## config.mk

```make
export PLATFORM = sky130hd
export DESIGN_NAME = game_controller
export DESIGN_NICKNAME = d
export VERILOG_FILES = /design/src/rtl/game_pkg.sv /design/src/rtl/pause_timer.sv /design/src/rtl/game_controller.sv
export SDC_FILE = /design/constraint.sdc
export NUM_CORES = 1
export LEC_CHECK = 0
export CAP_MARGIN = 20
export CORE_ASPECT_RATIO = 1.2
export CORE_MARGIN = 4
export CORE_UTILIZATION = 58
export CTS_BUF_LIST = sky130_fd_sc_hd__clkbuf_8
export DETAILED_ROUTE_END_ITERATION = 10
export GPL_TIMING_DRIVEN = 0
export PLACE_DENSITY = 0.84
export SLEW_MARGIN = 20
export SYNTH_ARGS = -nofsm -noshare
export SYNTH_HDL_FRONTEND = slang
export SYNTH_SLANG_ARGS = --single-unit
export TNS_END_PERCENT = 5
```

## constraint.sdc

```tcl
create_clock -name clock -period 2.7 [get_ports clock]
set_input_delay 0.54 -clock clock [delete_from_list [all_inputs] [get_ports clock]]
set_output_delay 0.54 -clock clock [all_outputs]
set_load 0.1 [all_outputs]
```

## src/rtl/game_pkg.sv

```systemverilog
// Shared game definitions: state encoding decoded by the ball, paddle and
// display blocks, plus the counter widths used across the game datapath.
package game_pkg;

  localparam int STATE_W  = 3;
  localparam int SCORE_W  = 8;
  localparam int LIVES_W  = 3;
  localparam int BRICKS_W = 8;

  typedef enum logic [STATE_W-1:0] {
    MAIN_MENU   = 3'd0,
    SERVE       = 3'd1,
    PLAY        = 3'd2,
    LIFE_LOST   = 3'd3,
    LEVEL_CLEAR = 3'd4,
    END_SCREEN  = 3'd5
  } game_state_t;

  // Score increment that sticks at the all-ones value instead of wrapping.
  function automatic logic [SCORE_W-1:0] sat_inc(input logic [SCORE_W-1:0] value);
    return (value == '1) ? value : value + 1'b1;
  endfunction

endpackage

```

## src/rtl/pause_timer.sv

```systemverilog
// Loadable down-counter that times the pauses after a lost ball and after
// a cleared level. A load gives exactly PAUSE_CYCLES cycles until done.
module pause_timer #(
  parameter int PAUSE_CYCLES = 25_000_000
) (
  input  logic clock,
  input  logic reset,
  input  logic load,
  output logic done
);

  localparam int CNT_W = $clog2(PAUSE_CYCLES) + 1;
  localparam logic [CNT_W-1:0] LOAD_VAL = CNT_W'(PAUSE_CYCLES - 1);

  logic [CNT_W-1:0] count;
  logic             active;

  // Count down from the load value; go idle once zero has been presented.
  always_ff @(posedge clock) begin
    // NOTE: sequential state is assigned with <= so every register samples
    // pre-edge values regardless of statement order.
    if (reset) begin
      count  <= '0;
      active <= 1'b0;
    end else if (load) begin
      count  <= LOAD_VAL;
      active <= 1'b1;
    end else if (active) begin
      if (count == '0) begin
        active <= 1'b0;
      end else begin
        count <= count - 1'b1;
      end
    end
  end

  assign done = active && (count == '0);

endmodule

```

## src/rtl/game_controller.sv

```systemverilog
// Top-level game sequencer: owns the game state, gates ball motion, keeps
// lives/score/bricks from collision pulses and times the post-event pauses.
module game_controller
  import game_pkg::*;
#(
  parameter int LIVES        = 3,
  parameter int BRICKS       = 32,
  parameter int PAUSE_CYCLES = 25_000_000
) (
  input  logic                clock,
  input  logic                reset,
  input  logic                start,
  input  logic                brick_hit,
  input  logic                ball_lost,
  output logic [STATE_W-1:0]  state,
  output logic                ball_move,
  output logic                ball_load,
  output logic [LIVES_W-1:0]  lives,
  output logic [SCORE_W-1:0]  score,
  output logic [BRICKS_W-1:0] bricks_left,
  output logic                game_won
);

  localparam logic [LIVES_W-1:0]  LIVES_INIT  = LIVES_W'(LIVES);
  localparam logic [BRICKS_W-1:0] BRICKS_INIT = BRICKS_W'(BRICKS);

  game_state_t         state_q, state_d;
  logic                start_q;
  logic                start_edge;
  logic                last_brick;
  logic                pause_load;
  logic                pause_done;
  logic [LIVES_W-1:0]  lives_d;
  logic [SCORE_W-1:0]  score_d;
  logic [BRICKS_W-1:0] bricks_d;
  logic                won_d;

  assign state      = state_q;
  assign start_edge = start & ~start_q;
  // A hit on the final brick clears the level and overrides a simultaneous loss.
  assign last_brick = brick_hit && (bricks_left == 8'd1);
  // Arm the timer on the same edge that enters a pause state.
  assign pause_load = ((state_d == LIFE_LOST) || (state_d == LEVEL_CLEAR)) &&
                      (state_d != state_q);

  pause_timer #(
    .PAUSE_CYCLES(PAUSE_CYCLES)
  ) u_pause_timer (
    .clock(clock),
    .reset(reset),
    .load (pause_load),
    .done (pause_done)
  );

  // Next-state and next-counter logic for the game sequencer.
  always_comb begin
    // NOTE: every output of this block gets a default first, so no path
    // leaves a signal unassigned and no latch is inferred.
    state_d  = state_q;
    lives_d  = lives;
    score_d  = score;
    bricks_d = bricks_left;
    won_d    = game_won;
    case (state_q)
      MAIN_MENU: begin
        if (start_edge) begin
          lives_d  = LIVES_INIT;
          score_d  = '0;
          bricks_d = BRICKS_INIT;
          won_d    = 1'b0;
          state_d  = SERVE;
        end
      end
      SERVE: begin
        if (start_edge) state_d = PLAY;
      end
      PLAY: begin
        if (brick_hit) begin
          bricks_d = bricks_left - 1'b1;
          score_d  = sat_inc(score);
          if (last_brick) state_d = LEVEL_CLEAR;
        end
        if (ball_lost && !last_brick) begin
          lives_d = lives - 1'b1;
          won_d   = 1'b0;
          if (lives == 3'd1) begin
            state_d = END_SCREEN;
          end else begin
            state_d = LIFE_LOST;
          end
        end
      end
      LIFE_LOST: begin
        if (pause_done) state_d = SERVE;
      end
      LEVEL_CLEAR: begin
        if (pause_done) begin
          state_d = END_SCREEN;
          won_d   = 1'b1;
        end
      end
      END_SCREEN: begin
        if (start_edge) state_d = MAIN_MENU;
      end
      default: state_d = MAIN_MENU;
    endcase
  end

  // Register state, counters and the decoded ball controls.
  always_ff @(posedge clock) begin
    if (reset) begin
      state_q     <= MAIN_MENU;
      start_q     <= 1'b0;
      ball_move   <= 1'b0;
      ball_load   <= 1'b0;
      lives       <= LIVES_INIT;
      score       <= '0;
      bricks_left <= BRICKS_INIT;
      game_won    <= 1'b0;
    end else begin
      state_q     <= state_d;
      start_q     <= start;
      ball_move   <= (state_d == PLAY);
      ball_load   <= (state_d == SERVE) && (state_q != SERVE);
      lives       <= lives_d;
      score       <= score_d;
      bricks_left <= bricks_d;
      game_won    <= won_d;
    end
  end

endmodule

```

==> impl_metrics.py <==
metrics = {
    "synthesis": {
        "synth_cells": 306,
        "synth_compound_gate_area_share": 0.131,
        "syn_nets": 318,
        "yosysSeqAreaShare": 0.392,
        "synth_area_per_cell_um2": 8.86,
        "ys_types": 51,
        "synth_seq_cells": 53,
        "synthMuxAreaShare": 0,
        "synth_top_family_by_area": "simple AND/OR/NAND/NOR gates",
        "yosys.area_share.simple": 0.278,
        "synth_warnings": 0,
        "synth-adder-area-share": 0.0323,
        "synth-xor-area-share": 0.120,
        "netlist_area_um2": 2710,
    },
    "timing": {
        "skew_ns": 0.00913,
        "fin_ws_ns": -0.0117,
        "drv_slew": 0,
        "slew_headroom": 0.347,
        "fmax_mhz": 369,
        "finalHoldViolations": 0,
        "rsz0062_at_grt": "yes",
        "fin_crit_ns": 2.71,
        "worstMarginPinSlew_ns": 0.976,
        "setup_viol": 2,
        "period_share": 1.00,
    },
    "floorplan": {
        "num_rows": 27,
        "core_area_um2": 4560,
        "initial_core_util": 0.594,
        "die_h_um": 82.9,
        "die_area_um2": 5830,
        "die_width_um": 70.4,
        "io_pins": 30,
    },
    "finish": {
        "layout_common_cells": "dfxtp_1, nor2_1, clkdlybuf4s50_1",
        "final_area_um2": 3240,
        "antenna_cells": 0,
        "nets": 354,
        "final_common_cell": "dfxtp_1",
        "stdcell_count": 401,
        "area_growth_pct": 19.4,
        "layout-drive-gt1-share": 0.0933,
    },
    "worst_setup_path": {
        "crit_type": "flop to flop",
        "worst_setup_path_startpoint": "u_pause_timer.count[2]$_SDFFE_PP0P_",
        "slowest_stage": "or4_4",
        "cpPeakStageDelay_ns": 0.60,
        "crit_path_end_kind": "flop",
        "cp-start-kind": "flop",
        "path_max_fanout": 10,
        "critPathCapture": "u_pause_timer.count[14]$_SDFFE_PP0P_",
        "regToRegStartpoint": "u_pause_timer.count[2]$_SDFFE_PP0P_",
        "r2r_cells": 8,
        "path_depth": 8,
        "cp_top_family": "simple AND/OR/NAND/NOR gates",
        "cp.arrival_ns": 2.95,
        "path_buf_inv": 2,
        "r2r_end": "u_pause_timer.count[14]$_SDFFE_PP0P_",
        "cp.required_ns": 2.94,
        "path_cells": "or4_4 -> nor4b_4 -> and4_1 -> o2111ai_1 -> a211o_1 -> buf_2 -> clkbuf_4 -> o211ai_1",
        "r2r_slack_ns": -0.01,
    },
    "place": {
        "dp_hpwl_um": 4520,
        "placed_cell_area_um2": 3080,
        "place_inst": 393,
        "port_buffers": 29,
        "gp_congestion": 0.881,
    },
    "pwr": {
        "peakVddDrop_mv": 0.436,
        "powerDensity_nw_per_um2": 592,
        "p_leak_nw": 1.16,
    },
    "cts": {
        "ctsHoldBuffers": 0,
        "cts_buffers": 5,
        "cts_tree": "yes",
        "clk_pin_slew_ns": 0.10,
        "clock-sinks": 53,
        "clk_latency_ns": 0.31,
        "postCtsSetupBuffers": 0,
        "h-tree-depth": 2,
        "clockBufferDepth": 2,
        "clock-root-buffer": "clkbuf_8",
    },
    "grt": {
        "grt_pass1_vias": 2245,
        "grt_usage": 0.220,
        "antenna_found_initial": 0,
        "grt_max_degree": 17,
        "grt_remaining_overflow": 0,
        "grt_pass1_wl_um": 10600,
    },
    "detailed_routing": {
        "drt_iter0_markers": 145,
        "via_count": 2430,
        "drc_errors": 0,
        "wl_per_cell_um": 15.6,
        "vias_per_cell": 6.06,
        "first_pass_iters": 5,
        "drtAntennaViolNets": 0,
        "routed_wl_um": 6270,
    },
    "run_status": {
        "run_status": "finished with violations",
        "violations": "setup timing",
    },
    "hold_path": {
        "hp-start": "game_won$_SDFFE_PP0P_",
        "hp-class": "flop to flop",
    },
    "flow_run": {
        "cap_violations": 0,
    },
}
[final cells by class]
type	instances	area (um^2)
Clock inverter	3	42.5
Inverter	11	41.3
Fill cell	369	1330
Multi-Input combinational cell	226	1570
Tap cell	58	72.6
Buffer	16	90.1
Sequential cell	53	1060
Timing Repair Buffer	29	290
Clock buffer	5	68.8
[what timing repair did]
item / CTS / global route
endpoints found under the hold margin: 0 / 0
setup endpoints to repair: 5 / 37
resized for setup: 2 / 8
pin swaps: 0 / 1
[report_power, final]
part           internal, W  switching, W
Clock             0.000275      0.000265
Sequential        0.000820     0.0000413
Combinational     0.000177      0.000336
[metal layers]
layer | vias to the layer above | wire length (um) | track usage
met5 | - | 0 | 0
met4 | 0 | 131 | 0.0871
met3 | 11 | 347 | 0.0400
met2 | 82 | 3170 | 0.389
met1 | 1148 | 2620 | 0.259
li1 | 1189 | - | -
[worst min-delay path, delay by kind of cell (launching register included)]
| family | cells | cell delay [ns] |
|---|---|---|
| buf+inv | 1 | 0.05 |
| flops | 1 | 0.32 |
| compound gates | 1 | 0.06 |
[flip-flops by register name (all words and copies together), names as in the netlist, 3 cells and up]
register,cells
u_pause_timer.count,26
score,8
bricks_left,8
state,3
lives,3
[metrics by stage]
stage / power (W) / util / hold WS, ns / setup WS (ns) / TNS [ns]
2_1_floorplan: 0.00126 / - / 0.470 / -0.0939 / -1.04
3_3_place_gp: 0.00136 / 0.674 / 0.455 / -0.315 / -6.71
3_5_place_dp: 0.00137 / 0.674 / 0.457 / -0.328 / -7.29
4_1_cts: 0.00191 / 0.701 / 0.471 / -0.0144 / -0.0144
5_1_grt: 0.00200 / 0.709 / 0.502 / -0.205 / -2.42
6_report: 0.00191 / 0.709 / 0.467 / -0.0117 / -0.0125
[Yosys cell counts, drive strengths merged]
cell type   n  share of area
a2111o      1         0.0042
a2111oi     1         0.0032
a211o       2         0.0065
a211oi      3          0.010
a21o        1         0.0028
a21oi       7          0.013
a221oi      1         0.0032
a22o        1         0.0032
a22oi       1         0.0028
a2bb2oi     1         0.0032
a31oi       1         0.0023
and2        1         0.0023
and3        2         0.0046
and3b       1         0.0032
and4        2         0.0065
buf         8          0.021
clkbuf      8          0.011
dfxtp      53           0.39
ha          7          0.032
inv        11          0.015
nand2      14          0.019
nand2b      3         0.0069
nand3      12          0.022
nand4      11          0.025
nand4b      1         0.0032
nand4bb     1         0.0042
nor2       30          0.042
nor2b       6          0.014
nor3        8          0.015
nor3b       4          0.011
nor4       20          0.046
nor4b       3          0.015
nor4bb      1         0.0037
o2111ai     1         0.0032
o211ai     17          0.047
o21a        1         0.0028
o21ai       9          0.018
o21bai      1         0.0028
o31ai       1         0.0028
or2         2         0.0046
or3         4         0.0092
or3b        1         0.0032
or4         5          0.017
xnor2      16          0.052
xor2       21          0.068
[worst min path at each step]
stage	end	cells after the start	slack, ns
global route	game_won$_SDFFE_PP0P_	2	0.50
floorplan	u_pause_timer.count[17]$_SDFFE_PP0P_	2	0.47
finish	game_won$_SDFFE_PP0P_	2	0.47
detailed placement	game_won$_SDFFE_PP0P_	2	0.46
CTS	game_won$_SDFFE_PP0P_	2	0.47
global placement	game_won$_SDFFE_PP0P_	2	0.45
[kinds of logic after synthesis]
kind of cell / after synthesis
AOI/OAI and AO/OA: 50
xor gates and xnor gates: 37
adders and majority gates: 7
buffers and inverters: 27
DFF: 53
and+or+nand+nor: 132
Note: power is estimated with default switching activity, not from simulation.
